## config.mk

```make
export PLATFORM = sky130hd
export DESIGN_NAME = hs_rr_arbiter
export DESIGN_NICKNAME = d
export VERILOG_FILES = /design/src/rtl/hs_rr_arbiter.sv
export SDC_FILE = /design/constraint.sdc
export NUM_CORES = 1
export LEC_CHECK = 0
export CAP_MARGIN = 5
export CORE_MARGIN = 10
export CORE_UTILIZATION = 39
export CTS_CLUSTER_SIZE = 16
export DETAILED_ROUTE_END_ITERATION = 10
export PLACE_DENSITY = 0.76
export SYNTH_ARGS = -nofsm -noshare
export SYNTH_HDL_FRONTEND = slang
export SYNTH_SLANG_ARGS = --single-unit
```

## constraint.sdc

```tcl
create_clock -name clk -period 1.7 [get_ports clk]
set_clock_uncertainty 0.05 [all_clocks]
set_input_delay 0.255 -clock clk [delete_from_list [all_inputs] [get_ports clk]]
set_output_delay 0.255 -clock clk [all_outputs]
set_load 0.005 [all_outputs]
```

## src/rtl/hs_rr_arbiter.sv

```systemverilog
// hs_rr_arbiter: round-robin arbiter moving valid/ready source words onto a 4-phase req/ack link
// Ports:
//   clk, rstn            clock, asynchronous active-low reset
//   src_valid/src_ready  per-source handshake (ready is one-hot or zero)
//   src_data             packed source words, source i at [i*DW +: DW]
//   src_mask             1 = source takes part in arbitration
//   req/ack              4-phase link to the consumer (ack is asynchronous)
//   data_o, src_id       word on the link (zero while req low) and its source index
//   busy                 a transfer is in progress
//   err_timeout/err_clr  sticky ack-wait timeout flag and its synchronous clear
module hs_rr_arbiter #(
  parameter int NUM_SRC = 4,
  parameter int DW = 8,
  parameter int TIMEOUT = 255
) (
  input  logic                       clk,
  input  logic                       rstn,
  input  logic [NUM_SRC-1:0]         src_valid,
  input  logic [NUM_SRC*DW-1:0]      src_data,
  output logic [NUM_SRC-1:0]         src_ready,
  input  logic [NUM_SRC-1:0]         src_mask,
  output logic                       req,
  input  logic                       ack,
  output logic [DW-1:0]              data_o,
  output logic [$clog2(NUM_SRC)-1:0] src_id,
  output logic                       busy,
  output logic                       err_timeout,
  input  logic                       err_clr
);
  localparam int IW = $clog2(NUM_SRC);
  localparam int CW = $clog2(TIMEOUT + 1);
  typedef enum logic [1:0] {IDLE, WAIT_ACK_HI, WAIT_ACK_LO} state_t;
  state_t state_q, state_d;
  logic ack_meta_q, ack_s_q;
  logic req_q, req_d;
  logic [DW-1:0] data_r_q, data_r_d;
  logic [IW-1:0] src_id_q, src_id_d, last_grant_q, last_grant_d, gnt_id, idx;
  logic [CW-1:0] cnt_q, cnt_d;
  logic err_q, err_d;
  logic [NUM_SRC-1:0] elig;
  logic gnt_ok;
  assign elig = src_valid & src_mask;
  // Search from last_grant+1 upward with wrap; iterating the offset downward
  // lets the nearest eligible source overwrite any farther one.
  always_comb begin
    gnt_id = '0;
    idx = '0;
    for (int k = NUM_SRC; k >= 1; k--) begin
      idx = IW'((int'(last_grant_q) + k) % NUM_SRC);
      if (elig[idx]) gnt_id = idx;
    end
  end
  assign gnt_ok    = state_q == IDLE && !ack_s_q && |elig;
  assign src_ready = gnt_ok ? NUM_SRC'(1) << gnt_id : '0;
  always_comb begin
    state_d      = state_q;
    req_d        = req_q;
    data_r_d     = data_r_q;
    src_id_d     = src_id_q;
    last_grant_d = last_grant_q;
    cnt_d        = cnt_q;
    case (state_q)
      IDLE: if (gnt_ok) begin
        state_d      = WAIT_ACK_HI;
        req_d        = 1'b1;
        data_r_d     = src_data[gnt_id*DW +: DW];
        src_id_d     = gnt_id;
        last_grant_d = gnt_id;
        cnt_d        = '0;
      end
      WAIT_ACK_HI: begin
        cnt_d = cnt_q == CW'(TIMEOUT) ? cnt_q : cnt_q + 1'b1;
        if (ack_s_q) begin
          state_d = WAIT_ACK_LO;
          req_d   = 1'b0;
        end
      end
      default: if (!ack_s_q) state_d = IDLE;
    endcase
    // The flag fires once, on the cycle the counter reaches TIMEOUT; set beats clear.
    err_d = (state_q == WAIT_ACK_HI && cnt_q == CW'(TIMEOUT - 1)) | (err_q & ~err_clr);
  end
  always_ff @(posedge clk or negedge rstn) begin
    if (!rstn) begin
      ack_meta_q   <= 1'b0;
      ack_s_q      <= 1'b0;
      state_q      <= IDLE;
      req_q        <= 1'b0;
      data_r_q     <= '0;
      src_id_q     <= '0;
      last_grant_q <= IW'(NUM_SRC - 1);
      cnt_q        <= '0;
      err_q        <= 1'b0;
    end else begin
      ack_meta_q   <= ack;
      ack_s_q      <= ack_meta_q;
      state_q      <= state_d;
      req_q        <= req_d;
      data_r_q     <= data_r_d;
      src_id_q     <= src_id_d;
      last_grant_q <= last_grant_d;
      cnt_q        <= cnt_d;
      err_q        <= err_d;
    end
  end
  assign req         = req_q;
  assign data_o      = req_q ? data_r_q : '0;
  assign src_id      = src_id_q;
  assign busy        = state_q != IDLE;
  assign err_timeout = err_q;
endmodule

```

==> results of run 1 <==
==> cell type report <==
| type | instances | area share (%) |
|---|---|---|
| multi-input combinational | 115 | 37.9 |
| timing repair buffer | 104 | 33.8 |
| sequential | 26 | 23.5 |
| tap | 50 | 2.25 |
| clock buffer | 4 | 1.98 |
| inverter | 4 | 0.539 |
==> power by group through the flow <==
stage               Sequential (mW)  Clock, mW  Combinational, mW
floorplan                      1.00          0              0.856
global placement              0.988          0               1.72
detailed placement            0.998          0               1.75
CTS                           0.986      0.416               1.99
global route                   1.04      0.431               2.33
finish                         1.01      0.402               2.15
==> path summary, 6_finish.rpt <==
kind	endpoint	slack, ns
min in group clk	ack_s_q$_DFF_PN0_	0.31
hold reg to reg	ack_s_q$_DFF_PN0_	0.31
max in group asynchronous	last_grant_q[0]$_DFFE_PN1P_	1.00
hold / removal	cnt_q[7]$_DFFE_PN0P_	0.30
setup reg to reg	data_r_q[5]$_DFFE_PN0P_	-0.22
setup / recovery	src_ready[3]	-0.23
==> layer usage <==
layer / up-vias / wire [µm] / share of wire (%)
met3: 8 / 195 / 3.6
li1: 760 / - / -
met2: 32 / 2850 / 53
met1: 770 / 2240 / 42
met5: - / 0 / 0
met4: 0 / 82 / 1.5
==> layout by cell type, fill, tap and decap left out, drive strengths merged, types with 4 or more instances in the layout <==
master,instances
a221oi,8
inv,4
nand2,14
a21oi,6
clkbuf,4
buf,48
mux2i,16
nor2,17
and3,5
o211ai,4
dfrtp,24
and2,12
clkdlybuf4s50,39
o21ai,6
dlygate4sd2,17
==> per-stage QoR <==
| stage | util, % | power [mW] | std cells | setup slack (ns) | instance area, µm² |
|---|---|---|---|---|---|
| finish | 70.6 | 3.57 | 303 | -0.230 | 2780 |
| global route | 70.6 | 3.80 | 303 | -0.286 | 2780 |
| CTS | 67.9 | 3.40 | 297 | -0.228 | 2680 |
| detailed placement | 62.0 | 2.74 | 283 | -0.670 | 2440 |
| global placement | 62.0 | 2.70 | 283 | -0.655 | 2440 |
| floorplan | - | 1.86 | 149 | -0.0312 | 1580 |
==> sequential cells by signal (all words and copies together) (netlist names) <==
signal	cells
req	1
data_r_q	8
src_id	2
cnt_q	8
ack_s_q	1
last_grant_q	2
ack_meta_q	1
state_q	2
err_timeout	1
==> logic make-up after synthesis <==
| family | after synthesis |
|---|---|
| buf+inv | 8 |
| mux | 16 |
| flops | 26 |
| xor+xnor | 4 |
| simple gates | 58 |
| fa+ha+maj | 2 |
| compound gates | 35 |
==> timing repair <==
action / in CTS / in global routing
pin swaps: 18 / 17
endpoints found under the setup margin: 25 / 15
gates resized for setup: 65 / 12
buffers inserted: 12 / 7
==> summary.md, run 1 <==
| Metric | Value |
|---|---|
| Final setup violating endpoints | 12 |
| DR pass1 iterations | 4 |
| Io pins | 61 |
| Gr ovfl total | 0 |
| Chip width | approximately 84 µm |
| Max incr delay on CP | between 0.6 and 0.7 ns |
| Root buf cell | clkbuf_8 |
| Startpoint types | register |
| Total GRT Usage | 14.0% |
| Die area | 6970 µm² |
| Main combinational cell family by area after synthesis | compound AO/OA/AOI/OAI gates |
| Pleak | ~1.2 nW |
| Max Cap Violations | 0 |
| FILL cells | 280 |
| Global Route met1 Usage | 16.7% |
| Worst R2R Path Depth | 6 |
| Input/output buffers | 60 |
| Met2 GRT Util | 24.2% |
| Hold Fails Final Rpt | 0 |
| Status | finished with violations |
| TritonCTS Buffers | 3 |
| Combinational share of power | 60.4% |
| Critical Path AT | 1.63 ns |
| Reg-to-Reg Start | last_grant_q[0]$_DFFE_PN1P_ |
| H-tree depth | 1 |
| Final worst setup slack | -0.230 ns |
| CP endpoint kind | output pin |
| Antenna Nets Post-Route | 0 |
| Site row count | 23 |
| Dominant cells by area after synthesis | dfrtp_1 (38%), mux2i_1 (10%), a221oi_2 (7.6%), and2_1 (4.0%), nor2_1 (3.6%) |
| Mux contribution to synthesized area | 10.2% |
| Gate Count Post-Synth | about 150 |
| Ys async rst share | 100% |
| Ratio of cells with drive above 1 in the final layout | 36.8% |
| Failing checks | negative setup slack |
| Core area | 3940 µm² |
| Final critical-path share of the clock period | 114% |
| Nets@finish | 300 |
| Primary FF master, synth | dfrtp_1 |
| Setup TNS | -2.11 ns |
| Global-route wire length before repair | 8300 µm |
| Post-synthesis xor/xnor area fraction | 2.23% |
| CP Launch Point | last_grant_q[0]$_DFFE_PN1P_ |
| Synth cell count leaders | dfrtp_1 (24), mux2i_1 (16), nor2_1 (15) |
| Post-synthesis sequential area ratio | 41.5% |
| Register Area | between 600 and 700 µm² |
| Seq pwr share | 28.3% |
| Synth top area share | 38.2% |
| Sw Share | 36.9% |
| Routed WL | 5360 µm |
| Top-count cell post-synth | dfrtp_1 |
| Pwr Density | 1280 nW/µm² |
| Ant. Diodes | 0 |
| HPWL Detailed | around 3700 µm |
| FF+latch count, synth | 26 |
| GPL Wtd Cong | 0.760 |
| GR peak layer | met2 |
| Worst path depth | 5 |
| Vias in the first global route | 1638 |
| Worst hold slack | 0.297 ns |
| Post-Synth Simple-Gate Area | approximately a fifth |
| Starting DRT DRC Count | 78 |
| Multi-input logic area | 1060 µm² |
| CP cell instances | o221ai_4, a21oi_4, buf_4, nor3_2, buf_2 |
| Largest fanout on the critical path | 5 |
| Psw | 1.32 mW |
| Actual slew at the worst max-slew pin | 0.338 ns |
| EDFF count, synth | 0 |
| Avg Vias per Cell | 5.18 |
| Slew HR | 77.5% |
| VDD IR-drop max | between 0.7 and 0.8 mV |
| Fin crit period | 1.93 ns |
| GR Util met3 | 2.93% |
| Die height | 83.5 µm |
| Latest clock arrival within the worst-skew pair | 0.27 ns |
| Initial core utilization | 39.9% |
| Syn Std Cell Area | 1570 µm² |
| Required time of the critical path | 1.39 ns |
| Post-synth top area cell | dfrtp_1 |
| Detailed-route DRC error count | 0 |
| Maximum number of pins on one net before global-route repair | 27 |
| Ys Warns | 0 |
| Cell Int Power | about 2.2 mW |
| Reg clk slew, reported paths | 0.09 ns |
| CP Buf/Inv Count | 2 |
| Worst min-delay path class | in -> async |
| Cell class contributing the biggest share of worst-path delay | flip-flops |
| Critical path's slowest cell | dfstp_2 |
| RSZ-0062 raised after global routing | true |
| Synth Net Count | 195 |
| Final Max Tran Viols | 0 |
| Complex-gate fraction of the synthesized area | 22.0% |
| Clock Path Buffers | 2 |
| Routed len/inst | 17.7 µm |
| Initial antenna violation count | 0 |
| CP Class | reg -> out |
| Post-CTS Hold Buffers | 0 |
| Sink Count | 26 |
| Fmax | 0.518 GHz |
| Syn_area_per_cell | 10.6 µm² |
| Synth unique cells | 39 |
| Synth-to-layout area growth | 77.0% |
| Post-Synth Adder-Cell Area | 1.59% |
| Routed via count | 1570 |
| Clk pwr share | 11.3% |
| CTS tree | done |
Note: power is estimated with default switching activity, not from simulation.
==> run 2: changes to the inputs <==
CORE_ASPECT_RATIO = 0.6   (was default)
==> summary.md, run 2 (synthesis gave the netlist of run 1 again) <==
| Metric | Value |
|---|---|
| Critical path's slowest cell | dfstp_2 |
| Slew HR | 76.8% |
| Fmax | 0.510 GHz |
| Final worst setup slack | -0.259 ns |
| Hold Fails Final Rpt | 0 |
| Max Cap Violations | 0 |
| Pwr Density | 1310 nW/µm² |
| Ratio of cells with drive above 1 in the final layout | 35.7% |
| VDD IR-drop max | 0.759 mV |
| Starting DRT DRC Count | 70 |
| CTS tree | done |
| Chip width | 102 µm |
| Initial core utilization | 41.8% |
| Clock Path Buffers | 2 |
| Startpoint types | register |
| GR Util met3 | 3.08% |
| Die area | 7060 µm² |
| H-tree depth | 1 |
| Reg-to-Reg Start | last_grant_q[0]$_DFFE_PN1P_ |
| Final Max Tran Viols | 0 |
| Sink Count | 26 |
| Pleak | 1.23 nW |
| Antenna Nets Post-Route | 0 |
| Initial antenna violation count | 0 |
| Routed via count | around 1600 |
| CP Class | reg -> out |
| CP Buf/Inv Count | 2 |
| Setup TNS | -2.60 ns |
| Pre-CTS setup slack | -0.728 ns |
| Reg clk slew, reported paths | 0.10 ns |
| Die height | just under 70 µm |
| Worst R2R Path Depth | 6 |
| Final setup violating endpoints | 15 |
| Fin crit period | 1.96 ns |
| Core area | between 3000 and 4000 µm² |
| Nets@finish | 299 |
| Io pins | 61 |
| Ant. Diodes | 0 |
| Global Route met1 Usage | 19.8% |
| Critical Path AT | about 1.7 ns |
| Actual slew at the worst max-slew pin | 0.348 ns |
| Gr ovfl total | 0 |
| Cell class contributing the biggest share of worst-path delay | flip-flops |
| GR peak layer | met2 |
| Input/output buffers | 60 |
| Detailed-route DRC error count | 0 |
| FILL cells | 259 |
| Root buf cell | clkbuf_8 |
| Worst min-delay path class | in -> async |
| Registers with the most flip-flops | cnt_q: 8 flops, data_r_q: 8 flops |
| Largest fanout on the critical path | 4 |
| DR pass1 iterations | 4 |
| Utilization after layout | 72.8% |
| Failing checks | negative setup slack |
| Met2 GRT Util | approximately 29% |
| CP cell instances | o221ai_2, o311ai_2, buf_4, and3_4, buf_6 |
| Avg Vias per Cell | 5.32 |
| CP Launch Point | last_grant_q[0]$_DFFE_PN1P_ |
| Site row count | 17 |
| TritonCTS Buffers | 3 |
| Global-route wire length before repair | 9410 µm |
| Most frequent cells in the layout | clkdlybuf4s50_1 (39), buf_4 (35), dfrtp_1 (23), dlygate4sd2_1 (17), mux2i_1 (16) |
| Post-CTS Hold Buffers | 0 |
| Maximum number of pins on one net before global-route repair | 27 |
| Worst path depth | 5 |
| Vias in the first global route | 1720 |
| HPWL Detailed | between 4000 and 5000 µm |
| Final critical-path share of the clock period | 115% |
| Status | finished with violations |
| Total GRT Usage | 16.4% |
| CP endpoint kind | output pin |
| GPL Wtd Cong | 0.765 |
| Most common cell after layout, fill and taps aside | clkdlybuf4s50_1 |
| Routed len/inst | slightly below 20 µm |
| Max incr delay on CP | 0.63 ns |
| Synth-to-layout area growth | 74.2% |
| Latest clock arrival within the worst-skew pair | 0.28 ns |
| RSZ-0062 raised after global routing | true |
| Required time of the critical path | 1.39 ns |
| Routed WL | 5800 µm |
[run 2: repair_timing]
item | CTS | global route
buffers inserted | 11 | 2
setup endpoints to repair | 25 | 19
pin swaps | 22 | 8
resized for setup | 57 | 9
[run 2: final timing paths]
path	to	slack, ns
setup reg to reg	data_r_q[5]$_DFFE_PN0P_	-0.20
hold reg to reg	ack_s_q$_DFF_PN0_	0.31
min in group clk	ack_s_q$_DFF_PN0_	0.31
setup / recovery	src_ready[0]	-0.26
hold / removal	cnt_q[7]$_DFFE_PN0P_	0.28
max in group asynchronous	last_grant_q[0]$_DFFE_PN1P_	1.01
[run 2: per-stage QoR]
step,power (mW),instance area [µm²],hold slack [ns],instances
3_5_place_dp,2.78,2460,0.287,282
2_1_floorplan,1.86,1580,-0.0906,149
6_report,3.59,2740,0.282,299
5_1_grt,3.80,2740,0.312,299
4_1_cts,3.49,2680,0.293,297
3_3_place_gp,2.69,2460,0.294,282
[run 2: worst reg2reg max path, cell delays in order (launching register included)]
cell and delay [ns]:
dfstp_2 0.63, o221ai_4 0.13, a21oi_4 0.21, buf_6 0.12, buf_4 0.23, mux2i_1 0.14, a221oi_2 0.29
[run 2: report_power, final]
group	internal [mW]	switching [mW]	total, mW	leakage [nW]
sequential	0.840	0.167	1.01	0.315
combinational	1.12	0.932	2.05	0.875
clock	0.316	0.219	0.535	0.0357
[run 2: metal layers]
metal  wire length, µm  share of wire (%)
met1              2450                 42
met2              3000                 52
met3               249                4.3
met4               100                1.7
met5                 0                  0
[run 2: cell type report]
cell class	count	area, µm²	area share (%)
Multi-Input combinational cell	115	1000	36.7
Tap cell	47	58.8	2.15
Timing Repair Buffer	103	936	34.2
Clock buffer	3	41.3	1.51
Clock inverter	1	30.0	1.10
Inverter	4	15.0	0.548
Sequential cell	26	654	23.9
==> run 3: changes to the inputs <==
CAP_MARGIN = 0   (was 5)
CORE_ASPECT_RATIO = default   (was 0.6)
==> results of run 3 <==
Same layout as run 1: the final DEF is identical, and so are final timing and power.
